[config.mk]
export PLATFORM = sky130hd
export DESIGN_NAME = uart_rx_ovs
export DESIGN_NICKNAME = d
export VERILOG_FILES = /design/src/rtl/uart_pkg.sv /design/src/rtl/uart_sync.sv /design/src/rtl/uart_rx_ovs.sv
export SDC_FILE = /design/constraint.sdc
export NUM_CORES = 1
export LEC_CHECK = 0
export CORE_MARGIN = 2
export CORE_UTILIZATION = 54
export DETAILED_ROUTE_END_ITERATION = 12
export GPL_TIMING_DRIVEN = 0
export PLACE_DENSITY = 0.75
export REMOVE_ABC_BUFFERS = 1
export SETUP_SLACK_MARGIN = 0.02
export SYNTH_ARGS = -nofsm -noshare
export SYNTH_HDL_FRONTEND = slang
export SYNTH_SLANG_ARGS = --single-unit
[constraint.sdc]
create_clock -name i_clk -period 3.4 [get_ports i_clk]
set_input_delay 0.51 -clock i_clk [delete_from_list [all_inputs] [get_ports i_clk]]
set_output_delay 0.51 -clock i_clk [all_outputs]
set_load 0.05 [all_outputs]
[src/rtl/uart_pkg.sv]
// Shared UART types and limits used by the receive path and its helpers.
package uart_pkg;

    localparam int UART_MIN_DATA_W  = 5;
    localparam int UART_MIN_BIT_LEN = 4;

    typedef enum logic [1:0] {
        PAR_NONE,
        PAR_EVEN,
        PAR_ODD,
        PAR_NONE2
    } parity_mode_t;

    typedef enum logic [2:0] {
        RX_IDLE,
        RX_START,
        RX_DATA,
        RX_PARITY,
        RX_STOP1,
        RX_STOP2,
        RX_WAIT_IDLE
    } rx_state_t;

    function automatic logic parity_enabled(input parity_mode_t m);
        return (m == PAR_EVEN) || (m == PAR_ODD);
    endfunction

endpackage

[src/rtl/uart_sync.sv]
// Multi-flop synchroniser for an asynchronous, idle-high serial line.
module uart_sync #(
    parameter int STAGES = 2
) (
    input  logic i_clk,
    input  logic i_nrst,
    input  logic i_d,
    output logic o_q
);

    logic [STAGES-1:0] chain;

    always_ff @(posedge i_clk or negedge i_nrst) begin
        if (!i_nrst) begin
            chain <= '1;
        end else begin
            chain <= {chain[STAGES-2:0], i_d};
        end
    end

    assign o_q = chain[STAGES-1];

endmodule

[src/rtl/uart_rx_ovs.sv]
// UART receiver: configurable frame format, 3-sample mid-bit majority vote,
// false-start rejection, break detection and a one-cycle completion strobe.
module uart_rx_ovs
    import uart_pkg::*;
#(
    parameter int MAX_DATA_W  = 9,
    parameter int CNT_W       = 32,
    parameter int SYNC_STAGES = 2
) (
    input  logic                  i_clk,
    input  logic                  i_nrst,
    input  logic                  i_enable,
    input  logic [CNT_W-1:0]      i_bit_length,
    input  logic [3:0]            i_data_width,
    input  logic [1:0]            i_parity_mode,
    input  logic [1:0]            i_stop_bit_mode,
    input  logic                  i_msb_first,
    input  logic                  i_rx,
    output logic                  o_rx_valid,
    output logic [MAX_DATA_W-1:0] o_rx_data,
    output logic                  o_rx_parity_error,
    output logic                  o_rx_frame_error,
    output logic                  o_rx_break,
    output logic                  o_rx_busy,
    output logic                  o_rx_started
);

    localparam logic [3:0]       MAX_W   = 4'(MAX_DATA_W);
    localparam logic [3:0]       MIN_W   = 4'(UART_MIN_DATA_W);
    localparam logic [CNT_W-1:0] MIN_LEN = CNT_W'(UART_MIN_BIT_LEN);

    logic rx_s;

    uart_sync #(.STAGES(SYNC_STAGES)) u_sync (
        .i_clk  (i_clk),
        .i_nrst (i_nrst),
        .i_d    (i_rx),
        .o_q    (rx_s)
    );

    rx_state_t             state;
    logic [CNT_W-1:0]      cnt;
    logic [CNT_W-1:0]      len;
    logic [3:0]            width;
    logic [3:0]            bit_k;
    parity_mode_t          par_mode;
    logic                  stop2;
    logic                  msb_first;
    logic                  samp_a;
    logic                  samp_b;
    logic                  par_err;
    logic                  frame_err;
    logic                  all_zero;
    logic [MAX_DATA_W-1:0] data;

    logic [CNT_W-1:0] half;
    logic [CNT_W-1:0] len_in;
    logic [3:0]       width_in;
    logic [3:0]       idx;
    logic             decide;
    logic             wrap;
    logic             maj;
    logic             par_exp;
    logic             finish;

    assign half     = len >> 1;
    assign decide   = (cnt == half);
    assign wrap     = (cnt == len - CNT_W'(1));
    assign maj      = (samp_a & samp_b) | (samp_a & rx_s) | (samp_b & rx_s);
    assign idx      = msb_first ? (width - 4'd1 - bit_k) : bit_k;
    assign par_exp  = (par_mode == PAR_ODD) ? ~(^data) : ^data;
    assign len_in   = (i_bit_length < MIN_LEN) ? MIN_LEN : i_bit_length;
    assign width_in = (i_data_width < MIN_W) ? MIN_W :
                      (i_data_width > MAX_W) ? MAX_W : i_data_width;
    assign finish   = decide && ((state == RX_STOP2) || (state == RX_STOP1 && !stop2));
    assign o_rx_busy = (state != RX_IDLE);

    always_ff @(posedge i_clk or negedge i_nrst) begin
        if (!i_nrst) begin
            state             <= RX_IDLE;
            cnt               <= '0;
            len               <= '0;
            width             <= '0;
            bit_k             <= '0;
            par_mode          <= PAR_NONE;
            stop2             <= 1'b0;
            msb_first         <= 1'b0;
            samp_a            <= 1'b1;
            samp_b            <= 1'b1;
            par_err           <= 1'b0;
            frame_err         <= 1'b0;
            all_zero          <= 1'b0;
            data              <= '0;
            o_rx_valid        <= 1'b0;
            o_rx_data         <= '0;
            o_rx_parity_error <= 1'b0;
            o_rx_frame_error  <= 1'b0;
            o_rx_break        <= 1'b0;
            o_rx_started      <= 1'b0;
        end else begin
            o_rx_valid   <= 1'b0;
            o_rx_started <= 1'b0;

            if (state != RX_IDLE) begin
                cnt <= wrap ? '0 : cnt + CNT_W'(1);
                if (cnt == half - CNT_W'(2)) samp_a <= rx_s;
                if (cnt == half - CNT_W'(1)) samp_b <= rx_s;
            end

            if (!i_enable) begin
                state <= RX_IDLE;
            end else begin
                case (state)
                    RX_IDLE: begin
                        if (!rx_s) begin
                            state     <= RX_START;
                            cnt       <= '0;
                            len       <= len_in;
                            width     <= width_in;
                            par_mode  <= parity_mode_t'(i_parity_mode);
                            stop2     <= (i_stop_bit_mode == 2'd1);
                            msb_first <= i_msb_first;
                            bit_k     <= '0;
                            data      <= '0;
                            par_err   <= 1'b0;
                            frame_err <= 1'b0;
                            all_zero  <= 1'b1;
                        end
                    end
                    RX_START: begin
                        if (decide) begin
                            if (maj) state <= RX_IDLE;
                            else     o_rx_started <= 1'b1;
                        end
                        if (wrap) state <= RX_DATA;
                    end
                    RX_DATA: begin
                        if (decide) begin
                            data[idx] <= maj;
                            if (maj) all_zero <= 1'b0;
                        end
                        if (wrap) begin
                            if (bit_k == width - 4'd1) begin
                                bit_k <= '0;
                                state <= parity_enabled(par_mode) ? RX_PARITY : RX_STOP1;
                            end else begin
                                bit_k <= bit_k + 4'd1;
                            end
                        end
                    end
                    RX_PARITY: begin
                        if (decide) begin
                            if (maj != par_exp) par_err <= 1'b1;
                            if (maj) all_zero <= 1'b0;
                        end
                        if (wrap) state <= RX_STOP1;
                    end
                    RX_STOP1, RX_STOP2: begin
                        // Stop 1 folds into frame_err/all_zero; stop 2 only adds to the frame error.
                        if (decide && state == RX_STOP1) begin
                            frame_err <= !maj;
                            all_zero  <= all_zero & !maj;
                        end
                        if (finish) begin
                            o_rx_valid        <= 1'b1;
                            o_rx_data         <= data;
                            o_rx_parity_error <= par_err;
                            o_rx_frame_error  <= frame_err | !maj;
                            o_rx_break        <= (state == RX_STOP1) ? (all_zero & !maj) : all_zero;
                            state             <= maj ? RX_IDLE : RX_WAIT_IDLE;
                        end else if (wrap && state == RX_STOP1) begin
                            state <= RX_STOP2;
                        end
                    end
                    RX_WAIT_IDLE: begin
                        if (rx_s) state <= RX_IDLE;
                    end
                    default: state <= RX_IDLE;
                endcase
            end
        end
    end

endmodule

==> results of run 1 <==
==> registers in the layout, indices dropped and copies added (netlist names), 2 cells and up <==
register      flops
bit_k             4
cnt              32
data              9
len              32
o_rx_data         9
par_mode          2
state             3
u_sync.chain      2
width             4
==> kinds of logic (layout without fill, tap and decap cells) <==
| family | after synthesis | count (layout) | share of synthesized area, % |
|---|---|---|---|
| xor+xnor | 153 | 153 | 16.45 |
| mux | 18 | 18 | 2.308 |
| simple gates | 491 | 491 | 29.78 |
| compound gates | 140 | 140 | 11.10 |
| flops | 109 | 109 | 33.17 |
| buf+inv | 107 | 142 | 5.315 |
| fa+ha+maj | 12 | 12 | 1.883 |
==> through the flow <==
| step | area, sq um | worst slack, ns | cells |
|---|---|---|---|
| 2_1_floorplan | 7914 | -1.317 | 953 |
| 3_3_place_gp | 8740 | -3.503 | 1200 |
| 3_5_place_dp | 8823 | -1.418 | 1203 |
| 4_1_cts | 9593 | -0.1309 | 1246 |
| 5_1_grt | 9813 | -0.1751 | 1253 |
| 6_report | 9813 | -0.1633 | 1253 |
==> layout make-up <==
class / count / area (sq um)
multi-input cells: 814 / 5444
fillers: 1278 / 5220
flip-flops and latches: 109 / 2753
repair buffers: 96 / 944.7
well taps: 188 / 235.2
clock buffers: 9 / 225.2
inverters: 30 / 117.6
clock inverters: 7 / 93.84
==> worst min path at each step <==
| stage | end | cells after the start | slack [ns] | startpoint |
|---|---|---|---|---|
| 3_5_place_dp | u_sync.chain[1] | 0 | 0.36 | u_sync.chain[0] |
| 6_report | len[18] | 1 | 0.13 | i_nrst |
| 4_1_cts | len[18] | 1 | 0.15 | i_nrst |
| 5_1_grt | len[18] | 1 | 0.17 | i_nrst |
| 3_3_place_gp | u_sync.chain[1] | 0 | 0.36 | u_sync.chain[0] |
| 2_1_floorplan | all_zero | 0 | 0.21 | i_nrst |
==> per-layer routing <==
metal / track usage, % / wire, microns / vias up
met3: 6.198 / 2126 / 37
met1: 45.74 / 10970 / 3650
met5: 0 / 0 / -
li1: - / - / 3622
met2: 42.53 / 10020 / 335
met4: 8.662 / 489 / 0
==> cells in the mapped netlist, drive strengths merged (7+ instances only) <==
cell / n / area (sq um)
a31oi: 9 / 56.30
and4: 8 / 70.07
mux2: 8 / 90.09
ha: 10 / 125.1
clkbuf: 64 / 240.2
nor2b: 8 / 50.05
nand4: 25 / 171.4
dfrtp: 105 / 2628
inv: 30 / 112.6
xor2: 59 / 516.8
o211ai: 8 / 60.06
nor4: 35 / 246.5
nand2: 188 / 705.7
a21oi: 25 / 125.1
nor3: 17 / 101.4
xnor2: 93 / 814.5
nand2b: 7 / 43.79
mux2i: 10 / 100.1
or4: 11 / 90.08
nand3: 37 / 185.2
and3: 17 / 106.4
o21ai: 35 / 175.2
nor2: 107 / 401.6
nor3b: 7 / 57.55
buf: 13 / 85.08
o22ai: 15 / 93.84
==> cells in the final DEF, fill, tap and decap left out, drive strengths merged, types with 35 or more instances in the layout <==
cell type	instances
dfrtp	105
xor2	59
nor4	35
nor2	107
nand2	188
buf	38
nand3	37
o21ai	35
xnor2	93
clkdlybuf4s50	58
==> critical path: cells and delay by family, from the launching register on <==
kind | cells | cell delay (ns)
AND/OR/NAND/NOR | 6 | 2.53
flip-flops | 1 | 0.55
AO/OA/AOI/OAI | 2 | 0.20
buffers and inverters | 1 | 0.22
==> power by group through the flow <==
stage	clock network [W]	logic (W)	registers, W
6_report	0.00113	0.00273	0.00205
3_5_place_dp	0	0.00223	0.00203
5_1_grt	0.00121	0.00296	0.00209
2_1_floorplan	0	0.00166	0.00187
3_3_place_gp	0	0.00219	0.00202
4_1_cts	0.00114	0.00254	0.00201
==> timing repair <==
| item | CTS | global route |
|---|---|---|
| setup buffers | 26 | 9 |
| pin swaps | 12 | 17 |
| endpoints found under the setup margin | 53 | 41 |
| hold buffers | 0 | 0 |
| gates cloned | 1 | 0 |
| resized for setup | 48 | 49 |
==> results.ini, run 1 <==
[clock_tree]
cts_tree = yes
cts_buffers = 9
clock-root-buffer = clkbuf_16
path_clk_slew_ns = 0.08
cts_num_sinks = 109
htreeDepth = 3
cts.path.max_buffers = 2
clk_latency_ns = 0.37

[sta]
finalCritPeriodShare_pct = 104.8
final-hold-violation-count = 0
maxSlewHeadroom_pct = 25.06
layout_setup_ws_ns = -0.1633
worstMarginPinSlew_ns = 1.120
fin_setup_tns_ns = -2.951
fmax_ghz = 0.2806
fin_skew_ns = 0.01156
report.final.setup_viol = 39
rsz0062_at_grt = true
holdWs_ns = 0.1290
slew_viol_final = 0
min_period_ns = 3.563

[finish]
nets = 1116
fin_util_pct = 65.28
post_route_cells_drive_above_1_share_pct = 13.33
area_delta_synth_final_pct = 19.10
diodes = 0

[pwr]
seqPwrFrac_pct = 34.8
net-switching-power_w = 0.002623
fin_total_pwr_w = 0.005906
pwr-share-comb_pct = 46.2
leakage_nw = 3.969
p_sw_share_pct = 44.41
p_clk_share_pct = 19.1
irDropWorstVdd_v = 0.0003819
cellInternalPower_w = 0.003283
power.density_nw_per_um2 = 601.8

[floorplan]
rows = 45
start_util_pct = 54.81
coreArea_sq_um = 15030
die_h_microns = 127.5
die-area_sq_um = 16260
die_w_microns = 127.5
io-pin-count = 60

[drt]
drc = 0
wl_per_cell_microns = 18.84
antenna_left = 0
drt_iter0_drc = 935
via_count = 7644
drt_first_pass_iters = 5
vias_per_cell = 6.101
postRouteWirelength_microns = 23610

[global_routing]
overflow = 0
grt_usage_pct = 29.93
grt_pass1_vias = 7064
antenna_found_initial = 0
grt_pass1_wl_microns = 38240
grt_max_degree = 70

[run]
drv_cap = 0

[synthesis]
synth_warnings = 0
synth-seq-cells = 109
synth-edff-count = 0
ys.flop_type = dfrtp_1
synthArstFlopShare_pct = 100.0
synth_cells = 1030
synth_area_sq_um = 8239
avgSynthCellArea_sq_um = 7.999
synthDistinctLibCells = 73
yosysSeqAreaShare_pct = 33.17

[worst_setup_path]
critPathCaptureType = register
crit_path_start_kind = register
critical_path_class = register to register
crit_chain = nor2_1, nand4_4, buf_4, nor2_1, a31oi_1, or4_4, or4_4, or4_1, o211ai_1
cp_max_fo = 10
r2r_end = bit_k[2]
worst_path_largest_cell_delay_ns = 0.63
cp_slowest_cell = or4_4
rrSetupSlack_ns = -0.16
crit_path_start = len[15]
r2r_cells = 9
required_ns = 3.69
crit_end = bit_k[2]
r2r_start = len[15]
cp.arrival_ns = 3.85

[min_path]
hold_class = input pin to asynchronous set/reset pin

[placement]
port_buffers = 59
globalplace.congestion = 0.9927
detailedPlacementHpwl_microns = 16750

[outcome]
status = finished, violations left
violations = negative setup slack

(Power assumes the default switching activity.)
==> inputs of run 2 (changes only) <==
==> constraint.sdc (replaced) <==
create_clock -name i_clk -period 3.4 [get_ports i_clk]
set_input_delay 1.02 -clock i_clk [delete_from_list [all_inputs] [get_ports i_clk]]
set_output_delay 1.02 -clock i_clk [all_outputs]
set_load 0.005 [all_outputs]
==> results.ini, run 2 (synthesis results as in run 1) <==
[global_routing]
grt_pass1_wl_microns = 38430  ; +0.49%
grt_usage_pct = 30.04  ; +0.11 points
grt_pass1_vias = 7100  ; +0.51%
antenna_found_initial = 0  ; unchanged
overflow = 0  ; unchanged
grt_max_degree = 70  ; unchanged

[sta]
fin_skew_ns = 0.01309  ; +0.001526 ns
min_period_ns = 3.525  ; -0.03852 ns
layout_setup_ws_ns = -0.1248  ; +0.03852 ns
holdWs_ns = 0.3808  ; +0.2518 ns
finalCritPeriodShare_pct = 103.7  ; -1.1 points
worstMarginPinSlew_ns = 1.145  ; +0.02502 ns
fin_setup_tns_ns = -3.092  ; -0.1401 ns
fmax_ghz = 0.2837  ; +1.1%
maxSlewHeadroom_pct = 23.39  ; -1.7 points
report.final.setup_viol = 40  ; +2.6%
rsz0062_at_grt = true
slew_viol_final = 0  ; unchanged
final-hold-violation-count = 0  ; unchanged

[finish]
top_regs = cnt x32, len x32
post_route_cells_drive_above_1_share_pct = 12.11  ; -1.2 points
layout_common_cells = 188 x nand2_1, 103 x nor2_1, 90 x xnor2_1
fin_cells = 1253  ; unchanged
final_common_cell = nand2_1
nets = 1116  ; unchanged
diodes = 0  ; unchanged
area_delta_synth_final_pct = 18.50

[min_path]
worstHoldEndpoint = u_sync.chain[1]
min_path_cells = 0
hold_class = register to register
worstHoldStart = u_sync.chain[0]

[drt]
vias_per_cell = 6.109  ; +0.13%
postRouteWirelength_microns = 23440  ; -0.70%
drc = 0  ; unchanged
via_count = 7654  ; +0.13%
top_layer = met4
met1_length_microns = 10970  ; about the same
drt_first_pass_iters = 5  ; unchanged
antenna_left = 0  ; unchanged
drt_iter0_drc = 883  ; -5.6%
wl_per_cell_microns = 18.71  ; -0.70%
wl_met2_microns = 9878  ; -1.5%
wl_met3_microns = 2088  ; -1.8%

[worst_setup_path]
crit_path_start = len[2]
crit_chain = inv_4, ha_4, nor4b_4, nand4_4, nor3_4, xnor2_2, or4_4, or4_4, o21ai_4, buf_4, buf_12, nor2_1
crit_path_start_kind = register
worst_path_largest_cell_delay_ns = 0.63  ; about the same
crit_path_frequent_cell = or4_4
cp_num_cells = 12  ; +3
cp_slowest_cell = or4_4
rrSetupSlack_ns = -0.12  ; +0.04 ns
crit_family = simple AND/OR/NAND/NOR gates
crit_buf_inv = 3  ; +2
r2r_end = cnt[21]
r2r_start = len[2]
critPathCaptureType = register
cp.arrival_ns = 3.78  ; -0.07 ns
critical_path_class = register to register
required_ns = 3.65  ; -0.04 ns
cp_max_fo = 13  ; +3
r2r_cells = 12  ; +3

[floorplan]
io-pin-count = 60  ; unchanged
rows = 45  ; unchanged
die_w_microns = 127.5  ; unchanged
coreArea_sq_um = 15030  ; unchanged
start_util_pct = 54.81  ; unchanged
die-area_sq_um = 16260  ; unchanged
die_h_microns = 127.5  ; unchanged

[placement]
detailedPlacementHpwl_microns = 16750  ; unchanged
place_ws_ns = -1.418  ; unchanged
numPlacedInstances = 1203  ; unchanged
globalplace.congestion = 0.9927  ; unchanged
port_buffers = 59  ; unchanged

[outcome]
violations = negative setup slack
status = finished, violations left

[clock_tree]
cts_tree = yes
htreeDepth = 3  ; unchanged
cts_num_sinks = 109  ; unchanged
cts_buffers = 9  ; unchanged
path_clk_slew_ns = 0.08  ; about the same
cts_hold_repair.buffers = 0  ; unchanged
clock-root-buffer = clkbuf_16
clk_latency_ns = 0.37  ; about the same
cts.path.max_buffers = 2  ; unchanged

[pwr]
leakage_nw = 3.994  ; +0.64%
fin_total_pwr_w = 0.005884  ; -0.37%
power.density_nw_per_um2 = 602.7  ; +0.14%
irDropWorstVdd_v = 0.0003872  ; +1.4%

[run]
drv_cap = 0  ; unchanged

-- run 2: cell type report --
cell class,count,area [sq um]
inverter,30,117.6
clock buffer,9,225.2
tap,188,235.2
timing repair buffer,96,950.9
sequential,109,2755
fill,1276,5270
clock inverter,7,93.84
multi-input combinational,814,5385
-- run 2: power by group --
part	switching (W)	internal (W)	total, W	leakage [nW]
Clock	0.000534	0.000590	0.00112	0.156
Sequential	0.000569	0.00149	0.00206	1.42
Combinational	0.00149	0.00121	0.00270	2.42
Total	0.00259	0.00329	0.00588	3.99
-- run 2: stage by stage --
step	util [%]	cell area (sq um)
floorplan	-	7914
global placement	58.14	8740
detailed placement	58.69	8823
CTS	64.08	9633
global route	64.94	9763
finish	64.94	9763
-- run 2: what timing repair did --
action / in CTS / in global routing
pin swaps: 13 / 5
buffers inserted: 28 / 6
gates resized for setup: 52 / 22
endpoints found under the setup margin: 53 / 50
cloned: 1 / 0
-- run 2: worst register-to-register path: cells and delay by family (launching register included) --
kind	cells	cell delay, ns
AO/OA/AOI/OAI	1	0.25
adder cells (fa/ha/maj)	1	0.18
flip-flops	1	0.44
buffers and inverters	3	0.40
AND/OR/NAND/NOR	6	2.07
XOR/XNOR	1	0.08
-- run 2: worst max-delay path by stage --
stage,to
2_1_floorplan,cnt[10]
3_3_place_gp,cnt[15]
3_5_place_dp,cnt[18]
4_1_cts,cnt[21]
5_1_grt,cnt[23]
6_report,cnt[21]
-- run 2: routing by layer --
metal  GRT usage, %  vias to the layer above
met1          45.90                     3670
met4          8.791                        0
li1               -                     3628
met2          42.65                      318
met3          6.198                       38
met5              0                        -
